===== src/rtl/ofdm_pkg.sv =====
// Shared OFDM constants and QPSK bin-to-bit mapping used by both the transmit mapper and the
// receive demapper, so the two sides agree on bit ordering within a byte.
package ofdm_pkg;

  localparam int unsigned WORD_SIZE     = 16;
  localparam int unsigned FFT_POINTS    = 32;
  localparam int unsigned DATA_LENGTH   = 8;
  localparam int unsigned BITS_PER_BIN  = 2;
  localparam int unsigned BINS_PER_BYTE = DATA_LENGTH / BITS_PER_BIN;

  typedef logic [BITS_PER_BIN-1:0] dibit_t;

  // Lowest byte bit position carried by bin k; bin k fills bits [pos+1:pos].
  function automatic int unsigned bin_bit_pos(input int unsigned k);
    return (k % BINS_PER_BYTE) * BITS_PER_BIN;
  endfunction

  // Imaginary decision sits above the real decision within the dibit.
  function automatic dibit_t qpsk_slice(input logic re_nonneg, input logic im_nonneg);
    return {im_nonneg, re_nonneg};
  endfunction

endpackage


===== src/rtl/ofdm_byte_fifo.sv =====
// First-word-fall-through byte FIFO with occupancy output; the head entry is presented on
// o_data whenever o_valid is high, and o_data reads zero while empty.
module ofdm_byte_fifo #(
  parameter int unsigned FIFO_DEPTH  = 8,
  parameter int unsigned DATA_LENGTH = 8
) (
  input  logic                          i_clk,
  input  logic                          i_rst_n,
  input  logic                          i_push,
  input  logic [DATA_LENGTH-1:0]        i_data,
  input  logic                          i_pop,
  output logic [DATA_LENGTH-1:0]        o_data,
  output logic                          o_valid,
  output logic [$clog2(FIFO_DEPTH):0]   o_count
);

  localparam int unsigned PtrW = $clog2(FIFO_DEPTH);
  localparam logic [PtrW:0] Full = (PtrW + 1)'(FIFO_DEPTH);

  logic [DATA_LENGTH-1:0] mem_q [FIFO_DEPTH];
  logic [PtrW-1:0]        wr_ptr_q, wr_ptr_d;
  logic [PtrW-1:0]        rd_ptr_q, rd_ptr_d;
  logic [PtrW:0]          count_q, count_d;
  logic                   push_ok, pop_ok;

  always_comb begin
    push_ok  = i_push && (count_q != Full);
    pop_ok   = i_pop && (count_q != '0);
    wr_ptr_d = push_ok ? wr_ptr_q + 1'b1 : wr_ptr_q;
    rd_ptr_d = pop_ok ? rd_ptr_q + 1'b1 : rd_ptr_q;
    count_d  = count_q;
    unique case ({push_ok, pop_ok})
      2'b10:   count_d = count_q + 1'b1;
      2'b01:   count_d = count_q - 1'b1;
      default: count_d = count_q;
    endcase
  end

  always_ff @(posedge i_clk or negedge i_rst_n) begin
    if (!i_rst_n) begin
      wr_ptr_q <= '0;
      rd_ptr_q <= '0;
      count_q  <= '0;
    end else begin
      wr_ptr_q <= wr_ptr_d;
      rd_ptr_q <= rd_ptr_d;
      count_q  <= count_d;
    end
  end

  // Storage needs no reset: entries are only observable once written.
  always_ff @(posedge i_clk) begin
    if (push_ok) begin
      mem_q[wr_ptr_q] <= i_data;
    end
  end

  always_comb begin
    o_valid = (count_q != '0);
    o_data  = o_valid ? mem_q[rd_ptr_q] : '0;
    o_count = count_q;
  end

endmodule


===== src/rtl/ofdm_qpsk_demapper.sv =====
// QPSK hard-decision demapper: slices FFT bins into dibits, packs four bins per byte, checks
// symbol framing against i_bin_last and queues recovered bytes in a FWFT FIFO.
module ofdm_qpsk_demapper #(
  parameter int unsigned WORD_SIZE   = ofdm_pkg::WORD_SIZE,
  parameter int unsigned FFT_POINTS  = ofdm_pkg::FFT_POINTS,
  parameter int unsigned DATA_LENGTH = ofdm_pkg::DATA_LENGTH,
  parameter int unsigned FIFO_DEPTH  = 8
) (
  input  logic                   i_clk,
  input  logic                   i_rst_n,
  input  logic                   i_bin_valid,
  input  logic [WORD_SIZE-1:0]   i_re,
  input  logic [WORD_SIZE-1:0]   i_im,
  input  logic                   i_bin_last,
  output logic                   o_bin_ready,
  output logic [DATA_LENGTH-1:0] o_byte,
  output logic                   o_byte_valid,
  input  logic                   i_byte_ready,
  output logic                   o_sym_done,
  output logic                   o_frame_err
);

  import ofdm_pkg::*;

  localparam int unsigned CntW = $clog2(FFT_POINTS);
  localparam int unsigned FcW  = $clog2(FIFO_DEPTH) + 1;
  localparam logic [CntW-1:0] LastIdx  = CntW'(FFT_POINTS - 1);
  localparam logic [FcW-1:0]  FifoFull = FcW'(FIFO_DEPTH);
  localparam logic signed [WORD_SIZE-1:0] Zero = '0;

  logic [CntW-1:0]        bin_cnt_q, bin_cnt_d;
  logic [DATA_LENGTH-1:0] asm_q, asm_d, asm_full;
  logic                   sym_done_q, sym_done_d;
  logic                   frame_err_q, frame_err_d;
  logic [FcW-1:0]         fifo_count;
  logic                   accept, at_last, misframed, byte_complete, push;
  dibit_t                 dibit;

  assign o_bin_ready = (fifo_count < FifoFull);

  always_comb begin
    accept        = i_bin_valid && o_bin_ready;
    at_last       = (bin_cnt_q == LastIdx);
    misframed     = (i_bin_last != at_last);
    byte_complete = (bin_bit_pos(32'(bin_cnt_q)) == DATA_LENGTH - BITS_PER_BIN);
    dibit         = qpsk_slice(($signed(i_re) >= Zero), ($signed(i_im) >= Zero));

    asm_full = asm_q;
    asm_full[bin_bit_pos(32'(bin_cnt_q)) +: BITS_PER_BIN] = dibit;

    // A misframed bin never completes a byte, even when it lands on the last dibit slot.
    push = accept && byte_complete && !misframed;

    bin_cnt_d   = bin_cnt_q;
    asm_d       = asm_q;
    sym_done_d  = 1'b0;
    frame_err_d = 1'b0;
    if (accept) begin
      if (misframed) begin
        bin_cnt_d   = '0;
        asm_d       = '0;
        frame_err_d = 1'b1;
      end else begin
        bin_cnt_d  = bin_cnt_q + 1'b1;
        asm_d      = byte_complete ? '0 : asm_full;
        sym_done_d = at_last;
      end
    end
  end

  always_ff @(posedge i_clk or negedge i_rst_n) begin
    if (!i_rst_n) begin
      bin_cnt_q   <= '0;
      asm_q       <= '0;
      sym_done_q  <= 1'b0;
      frame_err_q <= 1'b0;
    end else begin
      bin_cnt_q   <= bin_cnt_d;
      asm_q       <= asm_d;
      sym_done_q  <= sym_done_d;
      frame_err_q <= frame_err_d;
    end
  end

  ofdm_byte_fifo #(
    .FIFO_DEPTH  (FIFO_DEPTH),
    .DATA_LENGTH (DATA_LENGTH)
  ) u_fifo (
    .i_clk   (i_clk),
    .i_rst_n (i_rst_n),
    .i_push  (push),
    .i_data  (asm_full),
    .i_pop   (i_byte_ready),
    .o_data  (o_byte),
    .o_valid (o_byte_valid),
    .o_count (fifo_count)
  );

  assign o_sym_done  = sym_done_q;
  assign o_frame_err = frame_err_q;

endmodule


===== config.mk =====
export PLATFORM = sky130hd
export DESIGN_NAME = ofdm_qpsk_demapper
export DESIGN_NICKNAME = d
export VERILOG_FILES = /design/src/rtl/ofdm_pkg.sv /design/src/rtl/ofdm_byte_fifo.sv /design/src/rtl/ofdm_qpsk_demapper.sv
export SDC_FILE = /design/constraint.sdc
export NUM_CORES = 1
export LEC_CHECK = 0
export ABC_CLOCK_PERIOD_IN_PS = 5850
export CORE_MARGIN = 2
export CORE_UTILIZATION = 40
export CTS_CLUSTER_DIAMETER = 60
export DETAILED_ROUTE_END_ITERATION = 8
export PLACE_DENSITY_LB_ADDON = 0.12
export SLEW_MARGIN = 20
export SYNTH_ARGS = -nofsm -noshare
export SYNTH_HDL_FRONTEND = slang
export SYNTH_SLANG_ARGS = --single-unit

===== constraint.sdc =====
create_clock -name i_clk -period 5.85 [get_ports i_clk]
set_input_delay 0.585 -clock i_clk [delete_from_list [all_inputs] [get_ports i_clk]]
set_output_delay 0.585 -clock i_clk [all_outputs]
set_load 0.005 [all_outputs]

Yosys cells after proc, flatten, opt, wreduce, memory -nomap -nowiden
Memory sizes are Yosys's and may differ from the RTL's.
Cells that the tools add are included.

storage, ports and cells
  memories kept = 1
  bits of input ports = 37
  ROM bits = 0
  register bits after elaboration = 25
  bits in latches = 0
  output and inout port bits = 12
  memory bits (writable) = 64

operators by class
  equality and inequality tests = 6
  shift operators = 2
  multiply operators = 0
  bitwise gates (word level) = 0
  reductions and logical operators = 8
  divide/modulo/power cells = 0
  $add $sub $neg = 6
  order comparisons = 3
  muxes and demuxes = 12

memory list
  name          depth  bits a word  read ports  clocked after Yosys merged registers in  wr ports  RTL line              source
  u_fifo.mem_q  8      8            1           0                                        1         ofdm_byte_fifo.sv:20  logic [DATA_LENGTH-1:0] mem_q [FIFO_DEPTH];

operators by type and width
  operator                                                             number
  negator 3 -> 34 bit                                                  1
  variable shift 2 x 34 -> 8 bit (first input constant)                1
  variable part select 2 x 34 -> 8 bit                                 1
  greater-or-equal comparator 16 x 1 -> 1 bit (second input constant)  2
  two-way mux 8 bit                                                    3
  bitwise mux 8 bit                                                    1
  one-hot mux 4 bit (2 select lines)                                   1
  adder 3 x 1 -> 3 bit (second input constant)                         2
  two-way mux 1 bit                                                    6
  adder 5 x 1 -> 5 bit (second input constant)                         1
  == test 5 bit (second input constant)                                1
  logical AND 1 bit                                                    5
  two-way mux 5 bit                                                    1
  adder 4 x 1 -> 4 bit (second input constant)                         1
  == test 2 bit (second input constant)                                2
  less-than comparator 4 bit (second input constant)                   1
  inequality test 4 bit (second input constant)                        1
  nonzero test 4 bit                                                   1
  subtractor 4 x 1 -> 4 bit (second input constant)                    1
  == test 2 x 1 -> 1 bit (second input constant)                       1
  nonzero test 2 bit                                                   1
  logical NOT 1 bit                                                    1
  inequality test 1 bit                                                1

Logic depth before layout (Yosys ltp)
Gate-level depths: netlist of the first run.

  depth after elaboration = 7
  depth in mapped cells = 13
  mapped depth without buffers = 13

Cells and area by module
Synthesis of the first run repeated with hierarchy kept, for this count alone.

unflattened totals
  cells, all modules = 254
  area, all modules = 3956.3 sq um

by module, submodules not included
  module              instances  area each (sq um)  cells an instance  seq. area each (sq um)
  ofdm_byte_fifo      1          3042.9             164                2172.1
  ofdm_qpsk_demapper  1          913.4              90                 375.4

Worst setup path after synthesis of the first run
No wires, ideal clock.

  kind = reg2reg
  from = register bin_cnt_q[0]
  to = register u_fifo.count_q[2], in the netlist u_fifo.o_count[2]
  library setup time = 125 ps
  setup slack = 2886 ps
  period minus slack after synthesis = 2964 ps
  cell stages (with the launch flop) = 14
  path buffers = 0
  arrival = 2839 ps
  cells stage by stage = dfrtp_1 > ha_1 > and3_1 > ha_1 > ha_1 > nor3b_2 > inv_1 > ha_1 > xor2_1 > ha_1 > a21oi_1 > xor2_1 > nor2_1 > xor2_1

on the way
  longest elaborated chain between the ends = 7

RTL lines
  what                                                                      RTL line                  source
  from (decl)                                                               ofdm_qpsk_demapper.sv:31  logic [CntW-1:0] bin_cnt_q, bin_cnt_d;
  from (signal assigned)                                                    ofdm_qpsk_demapper.sv:78  bin_cnt_q <= bin_cnt_d;
  == test 5 bit                                                             ofdm_qpsk_demapper.sv:43  at_last = (bin_cnt_q == LastIdx);
  inequality test 1 bit                                                     ofdm_qpsk_demapper.sv:44  misframed = (i_bin_last != at_last);
  logical NOT 1 bit                                                         ofdm_qpsk_demapper.sv:52  push = accept && byte_complete && !misframed;
  logical AND 1 bit *                                                       ofdm_qpsk_demapper.sv:52
  logical AND 1 bit *                                                       ofdm_byte_fifo.sv:27      push_ok = i_push && (count_q != Full);
  == test 2 x 1 -> 1 bit or == test 2 bit (tied branches)                   ofdm_byte_fifo.sv:32      unique case ({push_ok, pop_ok})
  one-hot mux 4 bit (2 select lines) or nonzero test 2 bit (tied branches)  --
  to (signal assigned)                                                      ofdm_byte_fifo.sv:47      count_q <= count_d;
  to (decl)                                                                 ofdm_byte_fifo.sv:23      logic [PtrW:0] count_q, count_d;

Mark *: on every way between the ends. The rest lies on a longest branch, timed or not.
A chain may end at the register's enable or synchronous reset.

Worst setup path after layout of the first run
Ends and elaborated chain as after synthesis.

==> impl_metrics.json, run 1 <==
{
  "synth_area_sq_um": 3890,
  "drt_first_iter_violations": 56,
  "gp_congestion": 0.753,
  "synth_ff_type": "edfxtp_1",
  "ioPinCount": 49,
  "vdd_drop_max_mv": 0.174,
  "fin_tns_setup_ns": 0,
  "tightest_slew_ns": 0.956,
  "path_common_cell": "ha_1",
  "grt_pass1_vias": 2069,
  "ys_seq_area_share_pct": 65.5,
  "synth_cell_type_count": 36,
  "via_count": 2062,
  "drc": 0,
  "hold_viol_final": 0,
  "nets": 318,
  "gr-total-overflow": 0,
  "mappedNetlistNets": 293,
  "synth.avg_cell_area_sq_um": 16.0,
  "yosysTopAreaCell": "edfxtp_1",
  "tritoncts": "done",
  "yosys_warnings": 0,
  "critPathKind": "reg2reg",
  "required_ns": 6.09,
  "leakagePower_uw": 0.00156,
  "fmax_mhz": 301,
  "cts_buffer_depth": 2,
  "post_cts_resized": 0,
  "fp.dieArea_sq_um": 10500,
  "ant_nets": 0,
  "regArea_sq_um": 2550,
  "start_util_pct": 41.7,
  "post-dp-hpwl_um": 4570,
  "cp_cell_sequence": "ha_1, and3_1, ha_1, ha_1, nor3b_2, inv_1, ha_1, xor2_1, ha_1, a21oi_1, xor2_1, nor2_1, xor2_1",
  "clk_latency_ns": 0.35,
  "antenna_found_initial": 0,
  "drt-wirelength-per-cell_um": 17.4,
  "postCtsHoldBufs": 0,
  "synthArstFlopShare_pct": 28.1,
  "use_met3_pct": 2.71,
  "die_w_um": 103,
  "grt_use_total_pct": 15.1,
  "synth_area_leaders": "edfxtp_1, dfrtp_1, mux4_2",
  "ys_seq_elements": 89,
  "rows": 35,
  "dr.pass1.iters": 4,
  "use_met1_pct": 20.6,
  "die_y_um": 103,
  "grt_pass1_wl_um": 11400,
  "worst_hold_slack_ns": 0.484,
  "max_slew_margin_pct": 36.0,
  "multi_input_area_sq_um": 1250,
  "max_stage_delay_ns": 0.52,
  "numCtsBuffers": 9,
  "status": "complete, no violations",
  "cp_slowest_cell": "dfrtp_1",
  "min_period_ns": 3.33,
  "grtUsageMet2_pct": 23.8,
  "wirelength_um": 7010,
  "htree_levels": 3,
  "maxCapViolations": 0,
  "syn_inst": 243,
  "postCtsSetupRepairBufs": 0,
  "setup_viol": 0,
  "via_per_inst": 5.13,
  "fill_cells": 826,
  "drive_above_1_share_pct": 14.7,
  "core-area_sq_um": 9330,
  "grt-busiest-layer": "met2",
  "min-delay-path-class": "reg2reg",
  "root_buffer": "clkbuf_8",
  "synth_edf_count": 64,
  "final.period_utilization_pct": 56.9,
  "cp_max_fo": 11,
  "end_kind": "flop",
  "n_antenna_cell": 0,
  "skew_ns": 0.00964,
  "rsz0062_at_grt": "no",
  "arrival_ns": 3.56,
  "port_buffers": 18,
  "critPathLaunchType": "flop",
  "area_growth_pct": 12.8,
  "powerDensity_nw_per_um2": 415,
  "yosysTopAreaCellShare_pct": 49.4,
  "clkTransAtPathRegs_ns": 0.09,
  "grt_max_degree": 26,
  "numClockSinks": 89,
  "drv_slew": 0
}
-- stage by stage --
stage	worst slack, ns	cells	power (uW)	util, %	area, sq um
final	2.52	402	1820	47.1	4390
after CTS	2.39	402	1840	47.0	4390
after detailed placement	2.47	386	1420	44.9	4190
after global placement	2.47	386	1420	44.9	4190
after floorplan	2.89	243	1240	-	3890
after global routing	2.21	402	1950	47.1	4390
-- routing by layer --
| layer | up-vias | share of wire, % |
|---|---|---|
| li1 | 985 | - |
| met2 | 27 | 48 |
| met5 | - | 0 |
| met4 | 0 | 1.9 |
| met1 | 1039 | 47 |
| met3 | 11 | 2.6 |
-- cells in the mapped netlist, types with 2 or more instances --
cell type  instances
nand3_1            2
nand2b_1           4
nor3_1             3
nand3b_1           2
a21oi_1            5
inv_1              7
o21ai_0           13
nand2_1           23
buf_6              2
mux2_2             7
xor2_1             3
edfxtp_1          64
xnor2_1            6
nor2_1            10
mux4_1             7
mux4_2             9
a22o_1             8
and2_1             2
a41o_1             2
dfrtp_1           25
nor2b_1            6
nor4b_1            4
ha_1              13
buf_2              3
a31o_2             2
-- cell type report --
class	instances	area share (%)
clock inverter	6	1.54
inverter	7	0.599
clock buffer	10	2.91
timing repair buffer	21	4.62
multi-input combinational	140	28.6
tap	129	3.68
sequential	89	58.1
-- worst max-delay path: cells and delay by family, from the launching register on --
family                   cells  cell delay [ns]
flip-flops                   1             0.52
XOR/XNOR                     3             0.47
AO/OA/AOI/OAI                1             0.15
buffers and inverters        1             0.17
adder cells (fa/ha/maj)      5             1.28
AND/OR/NAND/NOR              3             0.62
-- path summary, 6_finish.rpt --
kind	depth (start not counted)	startpoint	slack, ns	endpoint
max in group asynchronous	2	i_rst_n	4.97	u_fifo.rd_ptr_q[0]
worst min register to register	2	bin_cnt_q[4]	0.48	bin_cnt_q[4]
worst min-delay path	2	bin_cnt_q[4]	0.48	bin_cnt_q[4]
min in group asynchronous	2	i_rst_n	0.60	u_fifo.o_count[3]
worst max-delay path	13	bin_cnt_q[0]	2.52	u_fifo.o_count[2]
worst max register to register	13	bin_cnt_q[0]	2.52	u_fifo.o_count[2]
-- power by group --
part           switching [uW]  leakage [uW]  internal, uW  total [uW]
logic                     229      0.000585           314         543
clock network             221     0.0000929           199         420
registers                 112      0.000881           745         856
-- cell families (layout without fill, tap and decap cells) --
kind of cell,count (synthesis),after routing,synth area share (%)
flops,89,89,65.5
simple gates,64,64,8.85
compound gates,31,31,5.24
mux,23,23,12.0
buf+inv,14,44,2.25
fa+ha+maj,13,13,4.18
xor+xnor,9,9,2.03
-- flip-flops by register name, indices dropped and copies added (netlist names) --
signal / count
o_frame_err: 1
bin_cnt_q: 5
u_fifo.mem_q: 64
u_fifo.wr_ptr_q: 3
u_fifo.o_count: 4
asm_q: 8
u_fifo.rd_ptr_q: 3
o_sym_done: 1
-- layout by cell type, fill, tap and decap left out, drive strengths merged, types with 10 or more instances in the layout --
master         Yosys  routed
edfxtp            64      64
dfrtp             25      25
nand2             23      23
mux4              16      16
clkdlybuf4s50      0      18
o21ai             13      13
ha                13      13
nor2              10      10
clkbuf             1      10
(Power assumes the default switching activity.)
==> inputs of run 2 (changes only) <==
--- a/config.mk
+++ b/config.mk
@@ -5,7 +5,7 @@
 export SDC_FILE = /design/constraint.sdc
 export NUM_CORES = 1
 export LEC_CHECK = 0
-export ABC_CLOCK_PERIOD_IN_PS = 5850
+export ABC_CLOCK_PERIOD_IN_PS = 2700
 export CORE_MARGIN = 2
 export CORE_UTILIZATION = 40
 export CTS_CLUSTER_DIAMETER = 60
==> constraint.sdc (replaced) <==
create_clock -name i_clk -period 2.7 [get_ports i_clk]
set_input_delay 0.27 -clock i_clk [delete_from_list [all_inputs] [get_ports i_clk]]
set_output_delay 0.27 -clock i_clk [all_outputs]
set_load 0.005 [all_outputs]
==> impl_metrics.json, run 2 (synthesis results as in run 1) <==
{
  "dr.pass1.iters": 4,
  "r2r-start": "bin_cnt_q[0]",
  "setup_viol": 0,
  "critPathLaunchType": "flop",
  "root_buffer": "clkbuf_8",
  "mostFrequentLayoutCells": "edfxtp_1, nand2_1, dfrtp_1, clkdlybuf4s50_1, buf_4",
  "max_slew_margin_pct": 32.0,
  "leakagePower_uw": 0.00164,
  "drc": 0,
  "largest_registers": "u_fifo.mem_q (64), asm_q (8), bin_cnt_q (5)",
  "layout.cells.non_filler": 418,
  "drt-wirelength-per-cell_um": 16.2,
  "port_buffers": 18,
  "min_period_ns": 2.59,
  "core-area_sq_um": 9330,
  "drive_above_1_share_pct": 22.1,
  "fill_cells": 815,
  "via_per_inst": 5.00,
  "largest_reg_flops": 64,
  "ant_nets": 0,
  "multi_input_area_sq_um": 1310,
  "numClockSinks": 89,
  "fmax_mhz": 386,
  "post-dp-hpwl_um": 4570,
  "skew_ns": 0.0120,
  "reg2reg_to": "u_fifo.o_count[2]",
  "fin_tns_setup_ns": 0,
  "grt_use_total_pct": 14.2,
  "powerDensity_nw_per_um2": 862,
  "r2r_cells": 13,
  "htree_levels": 3,
  "required_ns": 2.93,
  "cp_max_fo": 6,
  "maxCapViolations": 0,
  "rows": 35,
  "die_y_um": 103,
  "via_count": 2092,
  "vdd_drop_max_mv": 0.374,
  "drv_slew": 0,
  "ioPinCount": 49,
  "drt_first_iter_violations": 51,
  "tritoncts": "done",
  "gr-total-overflow": 0,
  "clkTransAtPathRegs_ns": 0.09,
  "layout_commonest_cell": "edfxtp_1",
  "grt_pass1_wl_um": 10800,
  "area_growth_pct": 17.1,
  "grt_pass1_vias": 2036,
  "wirelength_um": 6770,
  "antenna_found_initial": 0,
  "end_kind": "flop",
  "critPathKind": "reg2reg",
  "hold_viol_final": 0,
  "regArea_sq_um": 2550,
  "start_util_pct": 41.7,
  "fp.dieArea_sq_um": 10500,
  "rsz0062_at_grt": "yes",
  "clk_latency_ns": 0.35,
  "largest_register": "u_fifo.mem_q",
  "postCtsHoldBufs": 0,
  "min-delay-path-class": "in2async",
  "numCtsBuffers": 9,
  "nets": 334,
  "n_antenna_cell": 0,
  "die_w_um": 103,
  "gp_congestion": 0.705,
  "dpl.cell_count": 400,
  "cts_buffer_depth": 2,
  "grt_max_degree": 26,
  "arrival_ns": 2.82,
  "r2r_slack_ns": 0.11,
  "status": "complete, no violations",
  "final.period_utilization_pct": 96.0,
  "tightest_slew_ns": 1.01
}
## run 2: cell types whose count changed in the layout (fill, tap and decap cells not counted), moves of 2 or more
cell | before | now
buf_4 | 3 | 18
ha_1 | 13 | 8
ha_4 | 0 | 3
a21oi_1 | 5 | 3
a21oi_2 | 0 | 2
ha_2 | 0 | 2
## run 2: what timing repair did
action	4_1_cts	5_1_grt
endpoints found under the setup margin	0	10
resized for setup	0	6
setup buffers	0	2
## run 2: layout make-up
cell class                 instances  share of cell area [%]
sequential                        89                    56.0
multi-input combinational        140                    28.8
clock inverter                     6                   0.934
timing repair buffer              37                    7.36
tap                              129                    3.54
clock buffer                      10                    2.80
inverter                           7                   0.577
## run 2: layer usage
layer / up-vias / wire length (um) / track usage [%]
met2: 35 / 3260 / 22.7
met1: 1041 / 3190 / 19.3
met3: 7 / 250 / 2.64
li1: 1009 / - / -
met5: - / 0 / 0
met4: 0 / 74 / 5.54
## run 2: critical path, stage by stage (launching register included)
cell	delay [ns]
dfrtp_2	0.43
ha_4	0.17
and3_1	0.18
ha_2	0.18
ha_4	0.27
nor3b_4	0.21
inv_2	0.09
ha_4	0.18
xor2_1	0.14
ha_2	0.18
a21oi_2	0.11
xor2_1	0.15
nor2_1	0.06
xor2_1	0.14
## run 2: how the worst max path moves through the flow
stage                      start                 to  slack, ns  depth (start not counted)
global placement    bin_cnt_q[0]  u_fifo.o_count[2]       0.05                         13
floorplan           bin_cnt_q[0]  u_fifo.o_count[2]       0.02                         13
CTS                 bin_cnt_q[0]  u_fifo.o_count[2]       0.03                         13
global route        bin_cnt_q[0]  u_fifo.o_count[2]     -0.009                         13
finish              bin_cnt_q[0]  u_fifo.o_count[2]       0.11                         13
detailed placement  bin_cnt_q[0]  u_fifo.o_count[2]       0.03                         13
## run 2: report_power, final
| part | total, uW | internal (uW) | leakage (uW) | switching (uW) |
|---|---|---|---|---|
| sequential | 1780 | 1620 | 0.000879 | 162 |
| combinational | 1340 | 749 | 0.000674 | 596 |
| clock | 803 | 337 | 0.0000843 | 466 |
## run 2: stage by stage
step / setup WS [ns] / hold slack (ns) / total power (uW) / util [%] / cell area, sq um
6_report: 0.107 / 0.293 / 3930 / 48.8 / 4550
4_1_cts: 0.0308 / 0.295 / 3960 / 48.4 / 4520
5_1_grt: -0.00938 / 0.327 / 4170 / 48.8 / 4550
2_1_floorplan: 0.0229 / -0.0256 / 2690 / - / 3930
3_3_place_gp: 0.0534 / 0.461 / 3140 / 46.6 / 4350
3_5_place_dp: 0.0342 / 0.466 / 3160 / 46.6 / 4350
==> inputs of run 3 (changes only) <==
--- a/config.mk
+++ b/config.mk
@@ -11,7 +11,7 @@
 export CTS_CLUSTER_DIAMETER = 60
 export DETAILED_ROUTE_END_ITERATION = 8
 export PLACE_DENSITY_LB_ADDON = 0.12
-export SLEW_MARGIN = 20
+export SLEW_MARGIN = 25
 export SYNTH_ARGS = -nofsm -noshare
 export SYNTH_HDL_FRONTEND = slang
 export SYNTH_SLANG_ARGS = --single-unit
==> impl_metrics.json, run 3 (synthesis results as in run 1) <==
{
  "status": "complete, no violations",
  "drt_first_iter_violations": 51,
  "fp.dieArea_sq_um": 10500,
  "pre_cts_ws_ns": 0.0342,
  "root_buffer": "clkbuf_8",
  "die_y_um": 103,
  "drc": 0,
  "numCtsBuffers": 9,
  "via_per_inst": 5.00,
  "setup_viol": 0,
  "n_antenna_cell": 0,
  "drv_slew": 0,
  "start_util_pct": 41.7,
  "rsz0062_at_grt": "yes",
  "clkTransAtPathRegs_ns": 0.09,
  "r2r_cells": 13,
  "layout_commonest_cell": "edfxtp_1",
  "dpl.cell_count": 400,
  "fmax_mhz": 386,
  "ioPinCount": 49,
  "wirelength_um": 6770,
  "cts_buffer_depth": 2,
  "hold_viol_final": 0,
  "nets": 334,
  "antenna_found_initial": 0,
  "area_growth_pct": 17.1,
  "grt_pass1_wl_um": 10800,
  "largest_registers": "u_fifo.mem_q (64), asm_q (8), bin_cnt_q (5)",
  "gr-total-overflow": 0,
  "rows": 35,
  "dr.pass1.iters": 4,
  "total_power_uw": 3930,
  "post-dp-hpwl_um": 4570,
  "final.period_utilization_pct": 96.0,
  "drt-wirelength-per-cell_um": 16.2,
  "tightest_slew_ns": 0.649,
  "fin_tns_setup_ns": 0,
  "numClockSinks": 89,
  "leakagePower_uw": 0.00164,
  "arrival_ns": 2.82,
  "max_slew_margin_pct": 56.5,
  "min-delay-path-class": "in2async",
  "grt_max_degree": 26,
  "postCtsHoldBufs": 0,
  "grt_pass1_vias": 2036,
  "largest_reg_flops": 64,
  "via_count": 2092,
  "ant_nets": 0,
  "skew_ns": 0.0120,
  "drive_above_1_share_pct": 22.1,
  "end_kind": "flop",
  "clk_latency_ns": 0.35,
  "worst_hold_slack_ns": 0.293,
  "vdd_drop_max_mv": 0.374,
  "powerDensity_nw_per_um2": 862,
  "critPathLaunchType": "flop",
  "critPathKind": "reg2reg",
  "gp_congestion": 0.705,
  "largest_register": "u_fifo.mem_q",
  "grt_use_total_pct": 14.2,
  "min_period_ns": 2.59,
  "mostFrequentLayoutCells": "edfxtp_1, nand2_1, dfrtp_1, clkdlybuf4s50_1, buf_4",
  "htree_levels": 3,
  "layout.cells.non_filler": 418,
  "die_w_um": 103,
  "maxCapViolations": 0,
  "worst_slack_ns": 0.107,
  "core-area_sq_um": 9330,
  "required_ns": 2.93,
  "tritoncts": "done",
  "port_buffers": 18,
  "cp_max_fo": 6
}
[run 3: through the flow]
| step | utilization (%) | cell area, sq um |
|---|---|---|
| global route | 48.8 | 4550 |
| floorplan | - | 3930 |
| finish | 48.8 | 4550 |
| global placement | 46.6 | 4350 |
| detailed placement | 46.6 | 4350 |
| CTS | 48.4 | 4520 |
[run 3: where the power goes]
| part | leakage, uW | switching (uW) | internal, uW | total [uW] |
|---|---|---|---|---|
| clock network | 0.0000843 | 466 | 337 | 803 |
| registers | 0.000879 | 162 | 1620 | 1780 |
| logic | 0.000674 | 596 | 749 | 1350 |
| total | 0.00164 | 1220 | 2700 | 3930 |
[run 3: final timing paths]
kind,from,to,slack (ns)
max in group asynchronous,i_rst_n,bin_cnt_q[0],2.12
min in group i_clk,asm_q[5],asm_q[5],0.48
setup / recovery,bin_cnt_q[0],u_fifo.o_count[2],0.11
setup reg to reg,bin_cnt_q[0],u_fifo.o_count[2],0.11
hold reg to reg,asm_q[5],asm_q[5],0.48
hold / removal,i_rst_n,u_fifo.rd_ptr_q[2],0.29
[run 3: repair_timing]
action | CTS | global route
buffers inserted | 0 | 2
resized for setup | 0 | 6
endpoints found under the setup margin | 0 | 10
[run 3: critical path, cell delays in order, from the launching register on]
cell and delay, ns:
dfrtp_2 0.43, ha_4 0.17, and3_1 0.18, ha_2 0.18, ha_4 0.27, nor3b_4 0.21, inv_2 0.09, ha_4 0.18
xor2_1 0.14, ha_2 0.18, a21oi_2 0.11, xor2_1 0.15, nor2_1 0.06, xor2_1 0.14
[run 3: area by class of cell]
| type | instances | area, sq um |
|---|---|---|
| clock buffers | 10 | 128 |
| clock inverters | 6 | 42.5 |
| fillers | 815 | 4770 |
| inverters | 7 | 26.3 |
| multi-input cells | 140 | 1310 |
| flip-flops and latches | 89 | 2550 |
| well taps | 129 | 161 |
| repair buffers | 37 | 335 |
[run 3: metal layers]
layer | vias up | GRT usage, % | share of wire (%)
met2 | 35 | 22.7 | 48
met1 | 1041 | 19.3 | 47
met4 | 0 | 5.54 | 1.1
li1 | 1009 | - | -
met5 | - | 0 | 0
met3 | 7 | 2.64 | 3.7
